$ cat config.mk
export PLATFORM = sky130hd
export DESIGN_NAME = bg_tile_fetcher
export DESIGN_NICKNAME = d
export VERILOG_FILES = /design/src/rtl/bg_tile_fetcher.sv
export SDC_FILE = /design/constraint.sdc
export NUM_CORES = 1
export LEC_CHECK = 0
export ABC_AREA = 0
export ABC_CLOCK_PERIOD_IN_PS = 2009
export BUFFER_PORTS_ARGS = -buffer_cell sky130_fd_sc_hd__buf_2
export CAP_MARGIN = 10
export CORE_UTILIZATION = 49
export CTS_CLUSTER_SIZE = 30
export DETAILED_ROUTE_END_ITERATION = 8
export PLACE_DENSITY = 0.89
export SLEW_MARGIN = 25
export SYNTH_ARGS = -nofsm -noshare
export SYNTH_HDL_FRONTEND = slang
export SYNTH_SLANG_ARGS = --single-unit
$ cat constraint.sdc
create_clock -name clk -period 2.01 [get_ports clk]
set_input_delay 0.201 -clock clk [delete_from_list [all_inputs] [get_ports clk]]
set_output_delay 0.201 -clock clk [all_outputs]
set_load 0.01 [all_outputs]
$ cat src/rtl/bg_tile_fetcher.sv
// Background tile fetch sequencer: walks the 8-dot NT/AT/PT-lo/PT-hi group and
// hands a registered tile bundle to the background shift registers with a load strobe.
module bg_tile_fetcher (
  input  logic        clk,
  input  logic        reset_n,
  input  logic        fetch_en,
  input  logic [14:0] v_addr,
  input  logic        bg_pt_sel,
  output logic [13:0] vram_addr,
  output logic        vram_rd,
  input  logic [7:0]  vram_data,
  output logic [7:0]  pt_lo,
  output logic [7:0]  pt_hi,
  output logic [1:0]  at_bits,
  output logic        load,
  output logic        inc_hori
);

  typedef struct packed {
    logic [7:0] lo;
    logic [7:0] hi;
    logic [1:0] at;
  } tile_t;

  logic [2:0]  phase, phase_nxt;
  logic [7:0]  nt_byte, lo_byte;
  logic [1:0]  at_latch, at_sel;
  logic [13:0] nt_addr, at_addr, pt_addr;
  tile_t       tile_q;

  assign nt_addr = {2'b10, v_addr[11:0]};
  assign at_addr = {2'b10, v_addr[11:10], 4'b1111, v_addr[9:7], v_addr[4:2]};
  assign pt_addr = {1'b0, bg_pt_sel, nt_byte, 1'b0, v_addr[14:12]};

  // Odd phases decode to the preceding even phase, so the address holds steady
  // through the data-return cycle.
  always_comb begin
    vram_addr = nt_addr;
    case (phase[2:1])
      2'd0:    vram_addr = nt_addr;
      2'd1:    vram_addr = at_addr;
      2'd2:    vram_addr = pt_addr;
      default: vram_addr = pt_addr | 14'h0008;
    endcase
  end

  assign vram_rd = fetch_en & ~phase[0] & reset_n;

  // Quadrant pick within the attribute byte: v[1] horizontal, v[6] vertical.
  always_comb begin
    at_sel = vram_data[1:0];
    case ({v_addr[6], v_addr[1]})
      2'b00: at_sel = vram_data[1:0];
      2'b01: at_sel = vram_data[3:2];
      2'b10: at_sel = vram_data[5:4];
      default: at_sel = vram_data[7:6];
    endcase
  end

  always_comb begin
    phase_nxt = 3'd0;
    if (fetch_en) phase_nxt = phase + 3'd1;
  end

  always_ff @(posedge clk or negedge reset_n) begin
    if (!reset_n) begin
      phase    <= 3'd0;
      nt_byte  <= 8'h00;
      lo_byte  <= 8'h00;
      at_latch <= 2'b00;
      tile_q   <= '0;
      load     <= 1'b0;
      inc_hori <= 1'b0;
    end else begin
      phase    <= phase_nxt;
      load     <= 1'b0;
      inc_hori <= 1'b0;
      if (fetch_en) begin
        case (phase)
          3'd1:    nt_byte  <= vram_data;
          3'd3:    at_latch <= at_sel;
          3'd5:    lo_byte  <= vram_data;
          default: ;
        endcase
      end
      // Phase 7 always closes the group, even if fetch_en drops in that cycle.
      if (phase == 3'd7) begin
        tile_q   <= '{lo: lo_byte, hi: vram_data, at: at_latch};
        load     <= 1'b1;
        inc_hori <= 1'b1;
      end
    end
  end

  assign pt_lo   = tile_q.lo;
  assign pt_hi   = tile_q.hi;
  assign at_bits = tile_q.at;

endmodule

==> impl_metrics.env, run 1 <==
export IMPL_r2r_worst_path_cells=5
export IMPL_worst_ir_drop_vdd_mv=0.521
export IMPL_cts_buf_count=5
export IMPL_antenna_found_initial=0
export IMPL_insertion_delay_ps=340
export IMPL_setup_slack_ps=372
export IMPL_startpoint_type="register"
export IMPL_synthesis_instances=132
export IMPL_wl_per_cell_um=14.1
export IMPL_synth_enable_flop_cells=0
export IMPL_layout_filler_cells=278
export IMPL_cts_htree_levels=2
export IMPL_grt_met3_usage_pct=4.56
export IMPL_grt_start_max_net_pins=41
export IMPL_min_path_type="primary input to register"
export IMPL_syn_nets=163
export IMPL_floorplan_initialDensity_pct=52.4
export IMPL_fraction_of_registers_with_async_set_or_reset_after_synthesis_pct=100
export IMPL_cp_required_ps=1810
export IMPL_max_clock_path_buffers=2
export IMPL_layout_drive_gt1_share_pct=55.8
export IMPL_multi_input_comb_area_um2=742
export IMPL_postSynth_topFlopCell="dfrtp_1"
export IMPL_hold_path_end="lo_byte[2]"
export IMPL_power_density_nw_per_um2=879
export IMPL_clock_sinks=40
export IMPL_synth_seq_cells=40
export IMPL_ys_warn_count=0
export IMPL_run_status="finished clean"
export IMPL_grt_overflow_total=0
export IMPL_dpl_wire_length_um=2580
export IMPL_use_met2_pct=35.2
export IMPL_crit_buf_inv=2
export IMPL_r2r_end="at_latch[0]"
export IMPL_synthDominantAreaCellType="dfrtp_1"
export IMPL_final_min_clock_period_ps=1640
export IMPL_final_number_of_hold_violating_endpoints=0
export IMPL_dp_slack_ps=474
export IMPL_worstSetupEndpointType="primary output"
export IMPL_final_net_count=229
export IMPL_cts_tree="done"
export IMPL_leakagePower_nw=1.17
export IMPL_grt_first_pass_wirelength_um=5940
export IMPL_setup_repair_after_global_routing_missed_its_margin="no"
export IMPL_parity_gate_share_of_the_synthesized_area_counting_xor_and_xnor_cells_pct=0
export IMPL_timing_hold_worst_path_depth=2
export IMPL_syn_cell_area_um2=1790
export IMPL_setup_reg_to_reg_worst_slack_ps=490
export IMPL_ys_top_cells_by_count="dfrtp_1, mux2_2, nand2_1"
export IMPL_postCtsSetupBuffers=0
export IMPL_synth_compound_area_share_pct=3.01
export IMPL_critical_path_arrival_ps=1440
export IMPL_path_max_fanout=23
export IMPL_post_synthesis_mux_area_share_pct=29.7
export IMPL_root_cell_of_the_clock_tree="clkbuf_4"
export IMPL_final_setup_tns_ps=0
export IMPL_cpLargestDelayFamily="flip-flops"
export IMPL_hold_path_startpoint="vram_data[2]"
export IMPL_synthDistinctLibCells=18
export IMPL_timing_max_cap_violations=0
export IMPL_max_slew_margin_rel_pct=66.8
export IMPL_fmax_mhz=611
export IMPL_synth_fa_ha_area_share_pct=2.80
export IMPL_initialDrtViolationCount=54
export IMPL_criticalPathCategory="register to primary output"
export IMPL_report_final_setup_viol=0
export IMPL_area_delta_synth_final_pct=24.8
export IMPL_grt_usage_pct=19.9
export IMPL_reg2reg_launch_point="phase[2]"
export IMPL_synth_area_top_cells="dfrtp_1, mux2_2, mux4_1"
export IMPL_grt_util_met1_pct=23.9
export IMPL_chipWidth_um=62.4
export IMPL_combinational_family_with_the_most_area_after_synthesis="multiplexers"
export IMPL_insertedDiodeCount=0
export IMPL_vias=1244
export IMPL_dr_pass1_iters=4
export IMPL_seq_area_frac_synth_pct=55.9
export IMPL_boundary_pin_count=62
export IMPL_globalRoute_busiestLayer="met2"
export IMPL_routabilityCongestion=0.716
export IMPL_route_antenna_remaining_nets=0
export IMPL_tightest_slew_ps=497
export IMPL_synth_top_area_share_pct=55.9
export IMPL_die_height_um=62.4
export IMPL_first_global_vias=1243
export IMPL_path_cells="buf_4 > nor2_1 > o2bb2ai_1 > buf_2"
export IMPL_crit_path_max_cell_delay_ps=470
export IMPL_die_area_um2=3900
export IMPL_timing_max_transition_violations_final=0
export IMPL_ctsResizeCount=0
export IMPL_area_sequential_um2=1000
export IMPL_period_share_pct=81.5
export IMPL_routed_via_density=5.08
export IMPL_critical_path_slowest_cell="dfrtp_1"
export IMPL_syn_area_per_cell_um2=13.6
export IMPL_wl_um=3450
export IMPL_synth_simple_gate_area_share_pct=6.01
export IMPL_cts_reportedPaths_clkPinSlew_ps=110
export IMPL_timing_clock_skew_ps=9.87
export IMPL_post_synth_top_count_cell="dfrtp_1"
export IMPL_core_area_um2=3420
export IMPL_place_port_buffers=61
export IMPL_drc=0
export IMPL_rows=21
-- layer usage --
layer  wire length (µm)  up-vias
met5                  0        -
met4                 36        0
met3                131        5
met2               1800       32
met1               1490      616
li1                   -      591
-- metrics by stage --
stage          total power, mW  hold WS [ps]  cell area [µm²]  utilization (%)  instances
3_5_place_dp              1.48           322             2150             62.9        236
5_1_grt                   2.07           126             2230             65.4        245
4_1_cts                   1.98           126             2230             65.4        245
6_report                  1.96           138             2230             65.4        245
3_3_place_gp              1.46           317             2150             62.9        236
2_1_floorplan             1.29         -94.6             1790                -        132
-- how the worst max path moves through the flow --
stage / startpoint / cells past startpoint / slack (ps) / end
5_1_grt: phase[2] / 4 / 260 / vram_addr[3]
4_1_cts: phase[2] / 4 / 380 / vram_addr[3]
2_1_floorplan: phase[1] / 5 / 450 / lo_byte[0]
3_3_place_gp: phase[2] / 5 / 540 / at_latch[0]
3_5_place_dp: phase[1] / 4 / 470 / lo_byte[0]
6_report: phase[2] / 4 / 370 / vram_addr[3]
-- registers in the layout (all words and copies together) (netlist names) --
name      count
nt_byte       8
pt_hi         8
inc_hori      1
at_latch      2
at_bits       2
pt_lo         8
lo_byte       8
phase         3
-- timing repair --
action / in CTS / in global routing
endpoints found under the setup margin: 0 / 0
hold endpoints to repair: 40 / 0
hold buffers: 1 / 0
-- area by class of cell --
cell class	count	share of cell area, %
Multi-Input combinational cell	82	33.2
Timing Repair Buffer	66	15.5
Inverter	3	0.504
Tap cell	46	2.58
Clock buffer	6	1.85
Sequential cell	40	44.8
Clock inverter	2	1.57
-- worst reg2reg max path, cell delays in order, from the launching register on --
cell	delay, ps
dfrtp_1	470
buf_4	270
inv_1	60
ha_1	190
nand2_1	90
mux2_2	340
-- cell usage in the layout, fill, tap and decap left out --
cell type and n:
buf_2 61, nor2b_1 3, o21ai_0 9, mux2_2 38, mux4_1 2, and2_1 2
nand2_1 10, clkbuf_4 5, inv_1 3, bufinv_16 1, nand3b_2 1, buf_4 4
o2bb2ai_1 1, mux2i_1 5, dfrtp_1 40, clkinv_2 1, nor2_1 6, dlygate4sd3_1 1
ha_1 4, nand3_1 1, clkbuf_1 1
-- logic make-up (layout without fill, tap and decap cells) --
family                   Yosys count  count (layout)
AND/OR/NAND/NOR                   23              23
flip-flops                        40              40
buffers and inverters             10              77
multiplexers                      45              45
adder cells (fa/ha/maj)            4               4
AO/OA/AOI/OAI                     10              10
-- where the power goes --
part	total (mW)	switching [mW]	internal, mW
Sequential	1.04	0.0822	0.962
Combinational	0.416	0.185	0.231
Clock	0.504	0.243	0.261
Note: power is estimated with default switching activity, not from simulation.
==> run 2, diff against run 1 <==
- ABC_AREA: 0 -> 1
- ABC_CLOCK_PERIOD_IN_PS: 2009 -> 1400
- CORE_UTILIZATION: 49 -> 44
- PLACE_DENSITY: 0.89 -> 0.85
- clock period: 2.01 -> 1.4 ns (I/O delays scaled with it)
==> impl_metrics.env, run 2 <==
export IMPL_syn_cell_area_um2=1790
export IMPL_routabilityCongestion=0.898
export IMPL_synth_area_top_cells="dfrtp_1, nand2_1, mux2_2"
export IMPL_fmax_mhz=656
export IMPL_ys_top_cells_by_count="nand2_1, dfrtp_1, inv_1"
export IMPL_route_layer_met1_wl_um=2040
export IMPL_die_height_um=65.7
export IMPL_cts_reportedPaths_clkPinSlew_ps=90
export IMPL_initialDrtViolationCount=80
export IMPL_timing_max_transition_violations_final=0
export IMPL_grt_start_max_net_pins=41
export IMPL_synth_top_area_share_pct=56.0
export IMPL_power_share_combinational_pct=21.9
export IMPL_final_net_count=299
export IMPL_path_max_fanout=6
export IMPL_timing_clock_skew_ps=7.47
export IMPL_routed_via_density=5.14
export IMPL_worst_ir_drop_vdd_mv=0.556
export IMPL_seq_power_share_pct=47.5
export IMPL_max_clock_path_buffers=2
export IMPL_startpoint_type="register"
export IMPL_post_synth_top_count_cell="nand2_1"
export IMPL_post_dp_cell_area_um2=2170
export IMPL_syn_nets=223
export IMPL_chipWidth_um=65.7
export IMPL_startpoint="phase[1]"
export IMPL_cts_buf_count=5
export IMPL_place_port_buffers=61
export IMPL_synthesis_instances=192
export IMPL_grt_usage_pct=21.8
export IMPL_final_number_of_hold_violating_endpoints=0
export IMPL_boundary_pin_count=62
export IMPL_max_slew_margin_rel_pct=66.8
export IMPL_postSynth_topFlopCell="dfrtp_1"
export IMPL_timing_max_cap_violations=0
export IMPL_layout_drive_gt1_share_pct=42.4
export IMPL_synthDominantAreaCellType="dfrtp_1"
export IMPL_final_cell_mix="buf_2, nand2_1, dfrtp_1"
export IMPL_setup_reg_to_reg_worst_slack_ps=-40
export IMPL_core_area_um2=3770
export IMPL_setup_worst_path_end="vram_addr[3]"
export IMPL_first_global_vias=1486
export IMPL_violated_checks="negative setup slack"
export IMPL_final_min_clock_period_ps=1520
export IMPL_r2r_worst_path_cells=4
export IMPL_tightest_slew_ps=498
export IMPL_root_cell_of_the_clock_tree="clkbuf_8"
export IMPL_setup_repair_after_global_routing_missed_its_margin="yes"
export IMPL_area_delta_synth_final_pct=37.6
export IMPL_top_signal_layer_used="met4"
export IMPL_p_int_mw=2.21
export IMPL_grt_overflow_total=0
export IMPL_power_net_switching_mw=0.981
export IMPL_period_share_pct=109
export IMPL_syn_area_per_cell_um2=9.31
export IMPL_worstSetupEndpointType="primary output"
export IMPL_cp_required_ps=1260
export IMPL_antenna_found_initial=0
export IMPL_layout_filler_cells=295
export IMPL_route_antenna_remaining_nets=0
export IMPL_cts_tree="done"
export IMPL_insertion_delay_ps=300
export IMPL_vias=1628
export IMPL_sw_frac_of_total_pct=30.7
export IMPL_clock_sinks=40
export IMPL_min_path_type="primary input to register"
export IMPL_wl_per_cell_um=15.1
export IMPL_stdcell_area_um2=2460
export IMPL_rows=22
export IMPL_insertedDiodeCount=0
export IMPL_wl_um=4790
export IMPL_fraction_of_registers_with_async_set_or_reset_after_synthesis_pct=100
export IMPL_routed_wl_met2_um=2420
export IMPL_drc=0
export IMPL_ys_warn_count=0
export IMPL_setup_slack_ps=-125
export IMPL_dpl_wire_length_um=3010
export IMPL_power_density_nw_per_um2=1300
export IMPL_criticalPathCategory="register to primary output"
export IMPL_synthDistinctLibCells=18
export IMPL_synth_seq_cells=40
export IMPL_seq_area_frac_synth_pct=56.0
export IMPL_leading_cell_type_in_the_layout_fill_and_taps_excluded="buf_2"
export IMPL_floorplan_initialDensity_pct=47.4
export IMPL_leakagePower_nw=1.30
export IMPL_grt_first_pass_wirelength_um=6840
export IMPL_report_final_setup_viol=23
export IMPL_die_area_um2=4320
export IMPL_dr_pass1_iters=4
export IMPL_run_status="complete, but fails checks"
export IMPL_route_met3_wl_um=261
export IMPL_synth_enable_flop_cells=0
export IMPL_r2r_end="pt_lo[0]"
export IMPL_clock_power_share_pct=30.6
export IMPL_critical_path_arrival_ps=1380
export IMPL_reg2reg_launch_point="phase[1]"
export IMPL_cts_htree_levels=2
export IMPL_final_core_util_pct=65.2
==> run 2: changes by cell type after synthesis, moves of 2 or more <==
cell / before / now
mux4_1: 2 / 0
nor2b_1: 3 / 0
nand2_1: 10 / 48
buf_6: 0 / 2
nor2_1: 6 / 17
a21oi_1: 0 / 16
o21ai_1: 0 / 6
nand3_1: 1 / 9
mux2_2: 38 / 10
inv_1: 3 / 18
and2_1: 2 / 0
mux2i_1: 5 / 0
o21ai_0: 9 / 12
==> run 2: worst max-delay path, cell delays in order (launching register included) <==
cell	delay, ps
dfrtp_1	400
buf_6	150
inv_4	70
nor2_4	50
a21oi_1	210
buf_2	190
==> run 2: timing repair <==
action | 4_1_cts | 5_1_grt
setup buffers | 5 | 0
pin swaps | 6 | 4
hold buffers | 1 | 0
cloned | 1 | 1
setup endpoints to repair | 18 | 41
resized for setup | 17 | 14
hold endpoints to repair | 40 | 0
==> run 2: worst min path at each step <==
stage | startpoint | end | slack (ps) | cells after the start
3_3_place_gp | reset_n | pt_lo[3] | 280 | 2
4_1_cts | vram_data[3] | pt_hi[3] | 140 | 3
6_report | vram_data[4] | pt_hi[4] | 140 | 3
5_1_grt | vram_data[2] | pt_hi[2] | 160 | 3
3_5_place_dp | reset_n | pt_lo[0] | 270 | 2
2_1_floorplan | reset_n | at_bits[0] | -160 | 0
==> run 2: power by group through the flow <==
stage                     Combinational [mW]  Clock, mW  Sequential [mW]
after floorplan                        0.314          0             1.52
after global placement                 0.586          0             1.50
after CTS                              0.659      0.977             1.50
after detailed placement               0.609          0             1.51
after global routing                   0.772       1.02             1.54
final                                  0.699      0.978             1.52
==> run 2: area by class of cell <==
class                   count  area, µm²  share of cell area [%]
clock buffers               5       68.8                    2.80
clock inverters             3       46.3                    1.88
inverters                  19       76.3                    3.10
multi-input cells         128        772                    31.4
flip-flops and latches     40       1000                    40.7
well taps                  48       60.1                    2.44
repair buffers             74        434                    17.7
==> run 2: logic make-up after synthesis <==
logic type | Yosys count | share of synthesized area [%]
AND/OR/NAND/NOR | 78 | 18.5
adder cells (fa/ha/maj) | 4 | 2.80
flip-flops | 40 | 56.0
multiplexers | 10 | 6.30
buffers and inverters | 26 | 6.93
AO/OA/AOI/OAI | 34 | 9.52
==> run 2: per-layer routing <==
| metal | vias up | track usage (%) |
|---|---|---|
| met5 | - | 0 |
| met1 | 789 | 26.5 |
| met4 | 0 | 6.52 |
| li1 | 773 | - |
| met3 | 8 | 5.73 |
| met2 | 58 | 37.5 |
==> run 2: through the flow <==
| stage | power [mW] | hold WS, ps | setup slack (ps) | setup TNS [ps] | cells |
|---|---|---|---|---|---|
| finish | 3.19 | 142 | -125 | -1020 | 317 |
| global placement | 2.09 | 279 | 49.2 | 0 | 301 |
| CTS | 3.14 | 135 | -43.8 | -288 | 316 |
| floorplan | 1.83 | -156 | 7.07 | 0 | 192 |
| global route | 3.33 | 162 | -166 | -2240 | 317 |
| detailed placement | 2.12 | 274 | -42.3 | -211 | 301 |
==> run 3, diff against run 2 <==
- ABC_CLOCK_PERIOD_IN_PS: 1400 -> 1970
- CORE_UTILIZATION: 44 -> 53
- PLACE_DENSITY: 0.85 -> 0.95
- clock period: 1.4 -> 1.97 ns (I/O delays scaled with it)
==> impl_metrics.env, run 3 (synthesis results as in run 2) <==
export IMPL_postCtsSetupBuffers=0
export IMPL_fmax_mhz=562
export IMPL_clock_power_share_pct=26.0
export IMPL_cp_required_ps=1770
export IMPL_power_density_nw_per_um2=909
export IMPL_timing_clock_skew_ps=7.59
export IMPL_hold_path_end="pt_hi[3]"
export IMPL_area_sequential_um2=1000
export IMPL_routed_via_density=5.00
export IMPL_criticalPathCategory="register to primary output"
export IMPL_min_path_type="primary input to register"
export IMPL_wl_um=3700
export IMPL_dr_pass1_iters=4
export IMPL_chipWidth_um=60.1
export IMPL_final_number_of_hold_violating_endpoints=0
export IMPL_power_net_switching_mw=0.584
export IMPL_drc=0
export IMPL_cts_reportedPaths_clkPinSlew_ps=110
export IMPL_max_clock_path_buffers=2
export IMPL_die_height_um=60.1
export IMPL_cts_htree_levels=2
export IMPL_cts_tree="done"
export IMPL_reg2reg_launch_point="phase[2]"
export IMPL_worst_ir_drop_vdd_mv=0.475
export IMPL_leakagePower_nw=1.22
export IMPL_final_setup_tns_ps=0
export IMPL_hold_path_startpoint="vram_data[3]"
export IMPL_p_int_mw=1.42
export IMPL_r2r_end="pt_lo[6]"
export IMPL_leading_cell_type_in_the_layout_fill_and_taps_excluded="buf_2"
export IMPL_area_delta_synth_final_pct=23.1
export IMPL_seq_power_share_pct=53.3
export IMPL_insertion_delay_ps=340
export IMPL_tightest_slew_ps=486
export IMPL_layout_filler_cells=219
export IMPL_setup_repair_after_global_routing_missed_its_margin="no"
export IMPL_final_cell_mix="buf_2, nand2_1, dfrtp_1"
export IMPL_setup_reg_to_reg_worst_slack_ps=330
export IMPL_final_min_clock_period_ps=1780
export IMPL_insertedDiodeCount=0
export IMPL_boundary_pin_count=62
export IMPL_timing_max_cap_violations=0
export IMPL_core_area_um2=3130
export IMPL_report_final_setup_viol=0
export IMPL_grt_first_pass_wirelength_um=5950
export IMPL_grt_overflow_total=0
export IMPL_worstSetupEndpointType="primary output"
export IMPL_initialDrtViolationCount=75
export IMPL_grt_usage_pct=22.8
export IMPL_layout_drive_gt1_share_pct=33.1
export IMPL_sw_frac_of_total_pct=29.2
export IMPL_timing_max_transition_violations_final=0
export IMPL_root_cell_of_the_clock_tree="clkbuf_4"
export IMPL_floorplan_initialDensity_pct=57.2
export IMPL_route_antenna_remaining_nets=0
export IMPL_run_status="finished clean"
export IMPL_startpoint_type="register"
export IMPL_clock_sinks=40
export IMPL_vias=1505
export IMPL_antenna_found_initial=0
export IMPL_first_global_vias=1353
export IMPL_max_slew_margin_rel_pct=67.6
export IMPL_hold_worst_slack_ps=141
export IMPL_critical_path_arrival_ps=1580
export IMPL_timing_hold_worst_path_depth=3
export IMPL_routabilityCongestion=0.868
export IMPL_rows=20
export IMPL_grt_start_max_net_pins=41
export IMPL_multi_input_comb_area_um2=663
export IMPL_period_share_pct=90.4
export IMPL_wl_per_cell_um=12.3
export IMPL_die_area_um2=3610
export IMPL_final_net_count=287
export IMPL_r2r_worst_path_cells=3
export IMPL_dpl_wire_length_um=2800
export IMPL_place_port_buffers=61
export IMPL_path_max_fanout=14
export IMPL_cts_buf_count=5
export IMPL_power_share_combinational_pct=20.7
## run 3: area by class of cell
cell class	count	share of cell area (%)
sequential	40	45.5
inverter	19	3.24
multi-input combinational	126	30.1
clock inverter	3	1.93
tap	44	2.50
clock buffer	5	1.71
timing repair buffer	64	15.0
## run 3: critical path: stages, from the launching register on
cell and delay, ps:
dfrtp_1 570, nor2_2 370, nand2_1 100, nand3_1 90
buf_2 120
## run 3: what timing repair did
| action | CTS | global route |
|---|---|---|
| hold endpoints to repair | 40 | 0 |
| hold buffers | 1 | 0 |
| resized for setup | 0 | 0 |
## run 3: through the flow
stage | cell area (µm²) | utilization (%) | instances | worst slack (ps) | power, mW
3_5_place_dp | 2110 | 67.5 | 292 | 344 | 1.49
6_report | 2200 | 70.4 | 301 | 190 | 2.00
2_1_floorplan | 1790 | - | 192 | 479 | 1.30
3_3_place_gp | 2110 | 67.5 | 292 | 388 | 1.47
5_1_grt | 2200 | 70.4 | 301 | 39.9 | 2.13
4_1_cts | 2200 | 70.4 | 301 | 184 | 2.02
## run 3: how the worst max path moves through the flow
stage | startpoint | endpoint
after floorplan | phase[0] | at_bits[0]
after global placement | phase[2] | pt_lo[3]
after detailed placement | phase[2] | at_bits[1]
after CTS | phase[2] | vram_addr[5]
after global routing | phase[2] | vram_addr[0]
final | phase[2] | vram_addr[4]
## run 3: routing by layer
metal  global-route usage [%]  vias up  part of all wire (%)
met2                     38.6       48                    51
met3                     4.55       14                   3.5
met4                     10.6        0                   3.1
li1                         -      741                     -
met1                     28.0      702                    43
met5                        0        -                     0
## run 3: power by group through the flow
| stage | Clock [mW] | Sequential, mW | Combinational [mW] |
|---|---|---|---|
| after CTS | 0.538 | 1.07 | 0.420 |
| after floorplan | 0 | 1.08 | 0.222 |
| after detailed placement | 0 | 1.08 | 0.415 |
| after global placement | 0 | 1.07 | 0.393 |
| after global routing | 0.580 | 1.08 | 0.469 |
| final | 0.521 | 1.07 | 0.414 |
